==> src/rtl/glb_crd_rsp.sv <==
// glb_crd_rsp
//   Coordinate-fetch responder for one global-buffer SRAM bank.
//
//   The controller issues logical coordinate addresses. Each accepted address
//   becomes a read of the fixed-latency SRAM at (base + addr). The read words
//   return in request order on a valid/ready channel. An output FIFO absorbs
//   consumer back-pressure. Addresses are accepted only while a FIFO slot is
//   guaranteed for the data, because the SRAM cannot be stalled.
//
//   Ports
//     clk, rst_n          clock, async active-low reset
//     CCUGLB_Rst          synchronous soft clear (wins over config)
//     CCUGLB_CfgVld/Rdy   per-layer config handshake (ready only in IDLE)
//     CCUGLB_CfgBase/Num  physical base and word count for the layer
//     CTRGLB_CrdAddr*     logical address request channel
//     GLBCTR_Crd*         read data response channel
//     GLBSRAM_Rd*         SRAM read enable/address (combinational from fire)
//     SRAMGLB_RdDat       SRAM data, valid RD_LAT cycles after RdEn
//     GLBCCU_AddrErr      sticky out-of-range flag
module glb_crd_rsp #(
    parameter int SRAM_WIDTH = 256,
    parameter int IDX_WIDTH  = 10,
    parameter int ADDR_WIDTH = 12,
    parameter int RD_LAT     = 2,
    parameter int OUT_DEPTH  = 4
) (
    input  logic                  clk,
    input  logic                  rst_n,
    input  logic                  CCUGLB_Rst,
    input  logic                  CCUGLB_CfgVld,
    output logic                  GLBCCU_CfgRdy,
    input  logic [ADDR_WIDTH-1:0] CCUGLB_CfgBase,
    input  logic [IDX_WIDTH-1:0]  CCUGLB_CfgNum,
    input  logic [IDX_WIDTH-1:0]  CTRGLB_CrdAddr,
    input  logic                  CTRGLB_CrdAddrVld,
    output logic                  GLBCTR_CrdAddrRdy,
    output logic [SRAM_WIDTH-1:0] GLBCTR_Crd,
    output logic                  GLBCTR_CrdVld,
    input  logic                  CTRGLB_CrdRdy,
    output logic                  GLBSRAM_RdEn,
    output logic [ADDR_WIDTH-1:0] GLBSRAM_RdAddr,
    input  logic [SRAM_WIDTH-1:0] SRAMGLB_RdDat,
    output logic                  GLBCCU_AddrErr
);

    localparam int CW = $clog2(OUT_DEPTH + 1);
    localparam int PW = (OUT_DEPTH > 1) ? $clog2(OUT_DEPTH) : 1;

    typedef enum logic {IDLE = 1'b0, BUSY = 1'b1} state_t;

    state_t                 r_state, w_state_nxt;
    logic [ADDR_WIDTH-1:0]  r_base;
    logic [IDX_WIDTH-1:0]   r_num;
    logic [IDX_WIDTH:0]     r_acc_cnt;
    logic [IDX_WIDTH:0]     r_rsp_cnt;
    logic                   r_err;

    // One {valid, err} slot per SRAM latency cycle; the tail lines up with RdDat.
    logic [RD_LAT-1:0]      r_vld_pipe;
    logic [RD_LAT-1:0]      r_err_pipe;
    logic [CW-1:0]          r_infl;

    logic [SRAM_WIDTH-1:0]  r_mem [OUT_DEPTH];
    logic [PW-1:0]          r_wp, r_rp;
    logic [CW-1:0]          r_fifo_cnt;

    logic                   w_busy;
    logic [CW:0]            w_credit;
    logic                   w_addr_rdy;
    logic                   w_addr_fire;
    logic                   w_oor;
    logic                   w_push;
    logic [SRAM_WIDTH-1:0]  w_push_dat;
    logic                   w_crd_vld;
    logic                   w_pop;
    logic                   w_last_rsp;
    logic                   w_cfg_acc;
    logic [ADDR_WIDTH-1:0]  w_phys;

    assign w_busy      = (r_state == BUSY);
    // Credits cover reads still in the SRAM as well as stored words.
    assign w_credit    = (CW+1)'(r_infl) + (CW+1)'(r_fifo_cnt);
    assign w_addr_rdy  = w_busy && (r_acc_cnt < {1'b0, r_num}) &&
                         (w_credit < (CW+1)'(OUT_DEPTH));
    assign w_addr_fire = CTRGLB_CrdAddrVld & w_addr_rdy;
    assign w_oor       = (CTRGLB_CrdAddr >= r_num);
    assign w_phys      = r_base + ADDR_WIDTH'(CTRGLB_CrdAddr);

    assign w_push      = r_vld_pipe[RD_LAT-1];
    assign w_push_dat  = r_err_pipe[RD_LAT-1] ? '0 : SRAMGLB_RdDat;
    assign w_crd_vld   = (r_fifo_cnt != '0);
    assign w_pop       = w_crd_vld & CTRGLB_CrdRdy;
    assign w_last_rsp  = w_pop && ((r_rsp_cnt + (IDX_WIDTH+1)'(1)) == {1'b0, r_num});
    assign w_cfg_acc   = (r_state == IDLE) & CCUGLB_CfgVld & ~CCUGLB_Rst;

    assign GLBCCU_CfgRdy     = (r_state == IDLE);
    assign GLBCTR_CrdAddrRdy = w_addr_rdy;
    assign GLBCTR_CrdVld     = w_crd_vld;
    assign GLBCTR_Crd        = w_crd_vld ? r_mem[r_rp] : '0;
    assign GLBSRAM_RdEn      = w_addr_fire & ~w_oor;
    assign GLBSRAM_RdAddr    = (w_addr_fire & ~w_oor) ? w_phys : '0;
    assign GLBCCU_AddrErr    = r_err;

    // ---------------- FSM ----------------
    always_ff @(posedge clk or negedge rst_n) begin
        if (!rst_n) r_state <= IDLE;
        else        r_state <= w_state_nxt;
    end

    always_comb begin
        w_state_nxt = r_state;
        case (r_state)
            IDLE:    if (w_cfg_acc && (CCUGLB_CfgNum != '0)) w_state_nxt = BUSY;
            BUSY:    if (w_last_rsp) w_state_nxt = IDLE;
            default: w_state_nxt = IDLE;
        endcase
        if (CCUGLB_Rst) w_state_nxt = IDLE;
    end

    // ---------------- config / counters / error ----------------
    always_ff @(posedge clk or negedge rst_n) begin
        if (!rst_n) begin
            r_base <= '0;
            r_num  <= '0;
        end else if (w_cfg_acc) begin
            r_base <= CCUGLB_CfgBase;
            r_num  <= CCUGLB_CfgNum;
        end
    end

    always_ff @(posedge clk or negedge rst_n) begin
        if (!rst_n) begin
            r_acc_cnt <= '0;
            r_rsp_cnt <= '0;
            r_err     <= 1'b0;
        end else if (CCUGLB_Rst || w_cfg_acc) begin
            r_acc_cnt <= '0;
            r_rsp_cnt <= '0;
            r_err     <= 1'b0;
        end else begin
            if (w_addr_fire)          r_acc_cnt <= r_acc_cnt + (IDX_WIDTH+1)'(1);
            if (w_pop)                r_rsp_cnt <= r_rsp_cnt + (IDX_WIDTH+1)'(1);
            if (w_addr_fire && w_oor) r_err     <= 1'b1;
        end
    end

    // ---------------- ordering pipeline ----------------
    always_ff @(posedge clk or negedge rst_n) begin
        if (!rst_n) begin
            r_vld_pipe <= '0;
            r_err_pipe <= '0;
            r_infl     <= '0;
        end else if (CCUGLB_Rst) begin
            // Data still inside the SRAM is dropped: its tags vanish here.
            r_vld_pipe <= '0;
            r_err_pipe <= '0;
            r_infl     <= '0;
        end else begin
            for (int i = RD_LAT - 1; i > 0; i--) begin
                r_vld_pipe[i] <= r_vld_pipe[i-1];
                r_err_pipe[i] <= r_err_pipe[i-1];
            end
            r_vld_pipe[0] <= w_addr_fire;
            r_err_pipe[0] <= w_addr_fire & w_oor;
            r_infl        <= r_infl + CW'(w_addr_fire) - CW'(w_push);
        end
    end

    // ---------------- output FIFO ----------------
    always_ff @(posedge clk) begin
        if (w_push) r_mem[r_wp] <= w_push_dat;
    end

    always_ff @(posedge clk or negedge rst_n) begin
        if (!rst_n) begin
            r_wp       <= '0;
            r_rp       <= '0;
            r_fifo_cnt <= '0;
        end else if (CCUGLB_Rst) begin
            r_wp       <= '0;
            r_rp       <= '0;
            r_fifo_cnt <= '0;
        end else begin
            if (w_push) r_wp <= (r_wp == PW'(OUT_DEPTH - 1)) ? '0 : r_wp + PW'(1);
            if (w_pop)  r_rp <= (r_rp == PW'(OUT_DEPTH - 1)) ? '0 : r_rp + PW'(1);
            case ({w_push, w_pop})
                2'b10:   r_fifo_cnt <= r_fifo_cnt + CW'(1);
                2'b01:   r_fifo_cnt <= r_fifo_cnt - CW'(1);
                default: r_fifo_cnt <= r_fifo_cnt;
            endcase
        end
    end

endmodule

==> config.mk <==
export PLATFORM = sky130hd
export DESIGN_NAME = glb_crd_rsp
export DESIGN_NICKNAME = d
export VERILOG_FILES = /design/src/rtl/glb_crd_rsp.sv
export SDC_FILE = /design/constraint.sdc
export NUM_CORES = 1
export LEC_CHECK = 0
export ABC_AREA = 1
export BUFFER_PORTS_ARGS = -buffer_cell sky130_fd_sc_hd__buf_4
export CELL_PAD_IN_SITES_DETAIL_PLACEMENT = 0
export CELL_PAD_IN_SITES_GLOBAL_PLACEMENT = 1
export CORE_UTILIZATION = 46
export CTS_BUF_LIST = sky130_fd_sc_hd__clkbuf_16
export CTS_CLUSTER_SIZE = 24
export DETAILED_ROUTE_END_ITERATION = 16
export PLACE_DENSITY_LB_ADDON = 0.1
export SYNTH_ARGS = -nofsm -noshare
export SYNTH_HDL_FRONTEND = slang
export SYNTH_SLANG_ARGS = --single-unit
==> constraint.sdc <==
create_clock -name clk -period 7.1 [get_ports clk]
set_input_delay 1.42 -clock clk [delete_from_list [all_inputs] [get_ports clk]]
set_output_delay 1.42 -clock clk [all_outputs]
set_load 0.01 [all_outputs]
; ---- Yosys cells after proc, flatten, opt, wreduce, memory -nomap -nowiden
; Memories as Yosys holds them, arrays and structs flattened.
; Index checks and enable logic that the tools add are counted.
[classes]
add_sub_neg = 10
magnitude_cmp = 3
eq_ne = 5
mux = 26
bitwise_logic = 9
n_reduce_logical = 14
[ops]
columns = operator, count
row1 = two-way mux 256 bit, 2
row2 = two-way mux 11 bit, 4
row3 = adder 11 x 1 -> 11 bit (second input constant), 2
row4 = two-way mux 2 bit, 8
row5 = adder 12 x 10 -> 12 bit, 1
row6 = two-way mux 12 bit, 1
row7 = == test 11 x 10 -> 1 bit, 1
row8 = < comparator 11 x 10 -> 1 bit, 1
row9 = greater-or-equal comparator 10 bit, 1
row10 = nonzero test 10 bit, 1
row11 = nonzero test 2 bit, 5
row12 = two-way mux 1 bit, 7
row13 = AND 1 bit, 6
row14 = == test 2 bit (second input constant), 3
row15 = two-way mux 3 bit, 2
row16 = case mux 3 bit (2 select lines), 1
row17 = nonzero test 3 bit, 2
row18 = logical AND 1 bit, 5
row19 = adder 2 x 1 -> 2 bit (second input constant), 2
row20 = adder 3 x 3 -> 4 bit, 1
row21 = < comparator 4 x 3 -> 1 bit (second input constant), 1
row22 = adder 3 x 1 -> 3 bit, 1
row23 = adder 3 x 1 -> 3 bit (second input constant), 1
row24 = NOT 1 bit, 3
row25 = other kinds (5), 5
[word_totals]
ff_bits = 60
ram_bits = 1024
in_bits = 294
output_inout_bits = 273
elab_cells = 80
n_memories = 1
[memory_table]
columns = memory, words, width, rd, rd_ports_with_merged_regs, wr, line
row1 = r_mem, 4, 256, 1, 0, 1, 63  ; logic [SRAM_WIDTH-1:0] r_mem [OUT_DEPTH];

; ---- Logic depth before layout (Yosys ltp)
; Gate-level depths: netlist of run 1.
[logic_depth]
depth_word = 7
ltp_mapped = 15
ltp_nobuf = 15

; ---- Worst setup path after synthesis of run 1
; Ideal clock, no wire load.
[synth_timing]
path_type = register to register
startpoint = reg r_wp[0]
endpoint = mem r_mem[2][0] (enable)
setup_time_ps = 608
t_arrival_ps = 5628
required_time_ps = 6492
slack_ps = 864
path_stages_with_launch = 5
path_cell_list = dfrtp_1 > inv_1 > ha_1 > nand2_1 > inv_1
[synth_rtl]
columns = element, line
row1 = from (decl), 64  ; logic [PW-1:0] r_wp, r_rp;
row2 = from (signal assigned), 184  ; if (w_push) r_wp <= (r_wp == PW'(OUT_DEPTH - 1)) ? '0 : r_wp + PW'(1);
row3 = to (decl), 63
; No word-level cell before the write port.

; ---- Worst setup path in the final report of run 1
[layout_timing]
startpoint = reg r_rp[0]
endpoint = out GLBCTR_Crd[103]
[layout_between]
elab_chain_cells = 2
[layout_rtl]
columns = element, line
row1 = from (decl), 64
row2 = from (signal assigned), 185  ; if (w_pop) r_rp <= (r_rp == PW'(OUT_DEPTH - 1)) ? '0 : r_rp + PW'(1);
row3 = memory (4 x 256 bit), -
row4 = two-way mux 256 bit, 99  ; assign GLBCTR_Crd = w_crd_vld ? r_mem[r_rp] : '0;
row5 = to (decl), 37  ; output logic [SRAM_WIDTH-1:0] GLBCTR_Crd,
; Every way passes these cells.

==> impl_metrics.toml, run 1 <==
[outcome]
outcome = "finished clean"

[detailed_routing]
via_per_inst = 5.10
first_pass_iters = 5
vias = 30300
drc = 0
wl_per_cell_um = 19.6
wl_um = 116000
ant_nets = 0
drt_iter0_drc = 1864

[worst_setup_path]
reg2reg_slack_ps = 4290
endpoint_kind = "output pin"
reg2reg_from = "r_wp[0]"
r2r-end = "r_mem[0][72]"
crit_fanout = 196
path_class = "flop to output pin"
reg2reg_depth = 5
arrival_ps = 3780
required_ps = 5680
cp-start-kind = "flop"

[clock_network]
cts.path.max_buffers = 3
cts_tree = "built"
holdBufCountCts = 0
clk_latency_ps = 690
cts.sinks = 1084
cts_setup_buffers = 0
path_clk_slew_ps = 60
ctsResizeCount = 0
htreeDepth = 3
root_buffer = "clkbuf_16"
cts_buffers = 114

[floorplanning]
core_area_um2 = 97300
dieArea_um2 = 100000
die_y_um = 316
fp-row-count = 114
start_util = 0.468
dieWidth_um = 316
io_pins = 567

[logic_synthesis]
ys_warn_count = 0
ys_seq_area_frac = 0.709
synth_cells = 4090
ys.flop_type = "edfxtp_1"
syn-num-nets = 4427
ys_ff_latch = 1084
syn_avg_cell_area_um2 = 11.1
synth_edf_count = 1024
synth_area_um2 = 45500
async_flop_share = 0.0554
synth.distinct_cells = 37

[power_and_ir_drop]
powerDensity_nw_per_um2 = 337
p_leak_nw = 21.1
p_total_w = 0.0183
peakVddDrop_mv = 0.348

[timing]
setup_violations = 0
min_period_over_period = 0.732
skew_ps = 17.3
fin_ws_ps = 1900
worst_slew_margin_rel = 0.287
worst_slew_pin_slew_ps = 1070
post-route-min-period_ps = 5200
setup_tns_ps = 0
hold_violations = 0
max_freq_mhz = 192
slew_viol_final = 0
grt_setup_unrepaired = "no"

[finish]
drive_gt1_frac = 0.170
syn_to_final_growth_pct = 19.6
fin_nets = 4901
n_fill_cell = 8355
fin_util = 0.560

[grt]
grt_pass1_vias = 28700
grt_max_degree = 197
grt_overflow = 0
grt_usage = 0.226
grt_pass1_wl_um = 170000
antenna_found_initial = 17

[job]
maxCapViolations = 0

[placement]
pre_cts_ws_ps = 2480
routabilityCongestion = 0.805
io_buffers = 566
hpwl_um = 63400

[worst_hold_path]
hold_path.class = "flop to flop"
hold_depth = 2
holdPathEnd = "r_err_pipe[1]"
worstHoldStart = "r_err_pipe[0]"
==> through the flow <==
stage	hold slack (ps)	cells	cell area, um2
floorplan	434	4090	45500
finish	464	5937	54400
global placement	451	5724	50700
detailed placement	457	5724	50700
CTS	472	5930	54400
global route	487	5936	54400
==> kinds of logic after synthesis <==
kind of cell	Yosys count	share of synthesized area
AO/OA/AOI/OAI	836	0.0928
flip-flops	1084	0.709
AND/OR/NAND/NOR	1534	0.130
XOR/XNOR	21	0.00404
buffers and inverters	560	0.0494
multiplexers	12	0.00297
adder cells (fa/ha/maj)	43	0.0123
==> layout by cell type (no fill, tap or decap), types with 36 or more instances in the layout <==
master     count
clkbuf_16    115
o21ai_0      531
inv_1        340
edfxtp_1    1024
nand2_1      124
buf_4        579
ha_1          40
nor2_1      1347
nand3_1       36
dfrtp_1       57
a21oi_1      283
==> layer usage <==
metal  up-vias  share of wire  global-route usage
met5         -         0.0014                   0
met4        22          0.025              0.0695
met3       178          0.071              0.0612
met2       743           0.50               0.383
met1     14500           0.41               0.281
li1      14800              -                   -
==> how the worst max path moves through the flow <==
| stage | start | end | slack, ps | depth (start not counted) |
|---|---|---|---|---|
| finish | r_rp[0] | GLBCTR_Crd[103] | 1900 | 7 |
| detailed placement | CTRGLB_CrdAddr[0] | GLBSRAM_RdAddr[8] | 2480 | 11 |
| floorplan | r_wp[0] | r_mem[2][0] | 860 | 4 |
| global route | r_rp[0] | GLBCTR_Crd[103] | 1750 | 7 |
| CTS | r_rp[0] | GLBCTR_Crd[103] | 1960 | 7 |
| global placement | CTRGLB_CrdAddr[0] | GLBSRAM_RdAddr[8] | 2440 | 11 |
==> cells in the mapped netlist, drive strengths merged (2+ instances only) <==
| cell | n | area, um2 |
|---|---|---|
| nand2 | 125 | 472 |
| edfxtp | 1024 | 30700 |
| o21ai | 538 | 2690 |
| nand3 | 37 | 198 |
| a21boi | 2 | 15.0 |
| buf | 125 | 616 |
| mux2 | 12 | 135 |
| or2 | 2 | 12.5 |
| xnor2 | 6 | 52.6 |
| nand4 | 9 | 56.3 |
| a21oi | 284 | 1430 |
| ha | 40 | 500 |
| o22ai | 7 | 43.8 |
| dfrtp | 60 | 1500 |
| clkbuf | 108 | 405 |
| xor2 | 15 | 131 |
| nor2 | 1353 | 5100 |
| nor3 | 7 | 46.3 |
| fa | 3 | 60.1 |
| inv | 326 | 1220 |
==> power by group <==
group / internal, W / total [W] / switching (W)
Combinational: 0.00193 / 0.00528 / 0.00336
Clock: 0.00343 / 0.00583 / 0.00240
Sequential: 0.00712 / 0.00720 / 0.0000814
==> layout make-up <==
cell class	count	area, um2	area share
repair buffers	591	4590	0.0843
multi-input cells	2446	11000	0.202
clock inverters	91	821	0.0151
well taps	1276	1600	0.0293
diodes	7	17.5	0.000322
flip-flops and latches	1084	32300	0.593
inverters	327	1270	0.0234
clock buffers	115	2880	0.0529
==> worst max-delay path, cell delays in order (launching register included) <==
cell and delay [ps]:
dfrtp_4 470, buf_12 570, buf_4 830, nor2_1 110, nor2_1 100, o21ai_0 100
a21oi_1 400, buf_4 200
==> flip-flops by register name, summed over array words and instances (netlist names) <==
name and count:
r_num 10, r_mem 1024, GLBCCU_AddrErr 1, r_state 1
r_rp 2, r_acc_cnt 11, r_err_pipe 2, r_base 12
r_vld_pipe 2, r_rsp_cnt 11, r_infl 3, r_wp 2
r_fifo_cnt 3
Power figures use the tool's default switching activity.
==> run 2: changes to the inputs <==
==> constraint.sdc (replaced) <==
create_clock -name clk -period 5.11 [get_ports clk]
set_input_delay 1.022 -clock clk [delete_from_list [all_inputs] [get_ports clk]]
set_output_delay 1.022 -clock clk [all_outputs]
set_load 0.01 [all_outputs]
==> run 2 against run 1 <==
Flip-flop and latch count is the same. Critical path type unchanged. Final cell count up 0.39%. First-iteration DRC count up 9.8%. Setup slack worse by 1000 ps. Via count about the same. Utilization increased by 0.25 points. Routed wire length about the same. Combinational power increased by 41%. Global-route usage about the same. Clock-buffer cell count stayed put. Sequential power up 39%. Power is 39% higher.
==> impl_metrics.toml, run 2 (synthesis results as in run 1) <==
[worst_setup_path]
path_class = "flop to output pin"
endpoint_kind = "output pin"
reg2reg_from = "r_num[6]"
arrival_ps = 3210
crit_fanout = 137
required_ps = 4090
r2r-end = "r_infl[2]"
reg2reg_slack_ps = 2390
reg2reg_depth = 15
cp-start-kind = "flop"

[floorplanning]
die_y_um = 316
dieWidth_um = 316
core_area_um2 = 97300
dieArea_um2 = 100000
start_util = 0.468
fp-row-count = 114
io_pins = 567

[job]
maxCapViolations = 0

[clock_network]
ctsResizeCount = 0
cts_tree = "built"
cts.sinks = 1084
path_clk_slew_ps = 60
cts.path.max_buffers = 3
root_buffer = "clkbuf_16"
cts_setup_buffers = 0
cts_buffers = 113
holdBufCountCts = 0
clk_latency_ps = 690
htreeDepth = 3

[grt]
grt_max_degree = 189
grt_overflow = 0
grt_pass1_vias = 28500
antenna_found_initial = 18
grt_usage = 0.226
grt_use_met2 = 0.372
globalRoute.busiestLayer = "met2"
met3_usage = 0.0635
grt_pass1_wl_um = 171000
met1_usage = 0.288

[placement]
place_inst = 5743
dpl-instance-area_um2 = 51000
routabilityCongestion = 0.789
hpwl_um = 66000
pre_cts_ws_ps = 1280
io_buffers = 566

[power_and_ir_drop]
p_total_w = 0.0254
p_leak_nw = 21.2
powerDensity_nw_per_um2 = 465
peakVddDrop_mv = 0.346

[timing]
post-route-min-period_ps = 4230
max_freq_mhz = 236
fin_ws_ps = 877
worst_slew_margin_rel = 0.269
setup_tns_ps = 0
hold_violations = 0
setup_violations = 0
skew_ps = 16.1
grt_setup_unrepaired = "no"
worst_slew_pin_slew_ps = 1100
min_period_over_period = 0.828
slew_viol_final = 0

[finish]
instances_no_fill = 5960
syn_to_final_growth_pct = 20.2
mostFrequentLayoutCell = "nor2_1"
largest-register = "r_mem"
fin_area_um2 = 54700
layout_common_cells = "nor2_1, edfxtp_1, buf_4, o21ai_0, inv_1"
fin_nets = 4919
largest_reg_flops = 1024
drive_gt1_frac = 0.174
reg.largest.list = "r_mem: 1024 flops, r_base: 12 flops"

[detailed_routing]
via_per_inst = 5.09
drt_iter0_drc = 2047
first_pass_iters = 8
wl_um = 116000
vias = 30300
drc = 0
wl_per_cell_um = 19.5
ant_nets = 0

[worst_hold_path]
hold_path.class = "input port to async pin"

[outcome]
outcome = "finished clean"
-- run 2: cell count changes in the layout (fill, tap and decap cells not counted), sizes merged --
cell | before | now
clkinv | 39 | 59
diode | 7 | 5
inv | 355 | 347
buf | 591 | 610
bufinv | 14 | 10
clkinvlp | 10 | 8
-- run 2: how the worst max path moves through the flow --
stage | from | to | depth (start not counted)
2_1_floorplan | r_wp[0] | r_mem[0][0] | 4
3_3_place_gp | CTRGLB_CrdAddr[0] | GLBSRAM_RdAddr[8] | 11
3_5_place_dp | CTRGLB_CrdAddr[0] | GLBSRAM_RdAddr[8] | 11
4_1_cts | r_rp[0] | GLBCTR_Crd[215] | 5
5_1_grt | r_rp[0] | GLBCTR_Crd[234] | 5
6_report | r_rp[0] | GLBCTR_Crd[65] | 5
-- run 2: area by class of cell --
type | count | area [um2]
repair buffers | 610 | 4880
clock buffers | 115 | 2880
flip-flops and latches | 1084 | 32300
multi-input cells | 2446 | 11000
clock inverters | 97 | 791
well taps | 1276 | 1600
fillers | 8267 | 42600
diodes | 5 | 12.5
inverters | 327 | 1260
-- run 2: stage by stage --
step,hold WS [ps],util
2_1_floorplan,434,-
3_3_place_gp,439,0.524
3_5_place_dp,445,0.524
4_1_cts,397,0.562
5_1_grt,450,0.562
6_report,406,0.562
-- run 2: critical path, cell delays in order (launching register included) --
cell and delay [ps]:
dfrtp_4 740, inv_8 680, buf_4 450, o21ai_0 140
a21oi_1 240, buf_4 170
-- run 2: layer usage --
layer,wire length (um),share of wire
met5,170,0.0015
met2,56300,0.49
met1,47500,0.41
met3,8530,0.074
met4,3590,0.031
-- run 2: power by group --
group | switching, W | internal, W | total [W]
logic | 0.00466 | 0.00276 | 0.00742
clock network | 0.00339 | 0.00460 | 0.00799
registers | 0.000147 | 0.00989 | 0.0100
total | 0.00819 | 0.0172 | 0.0254
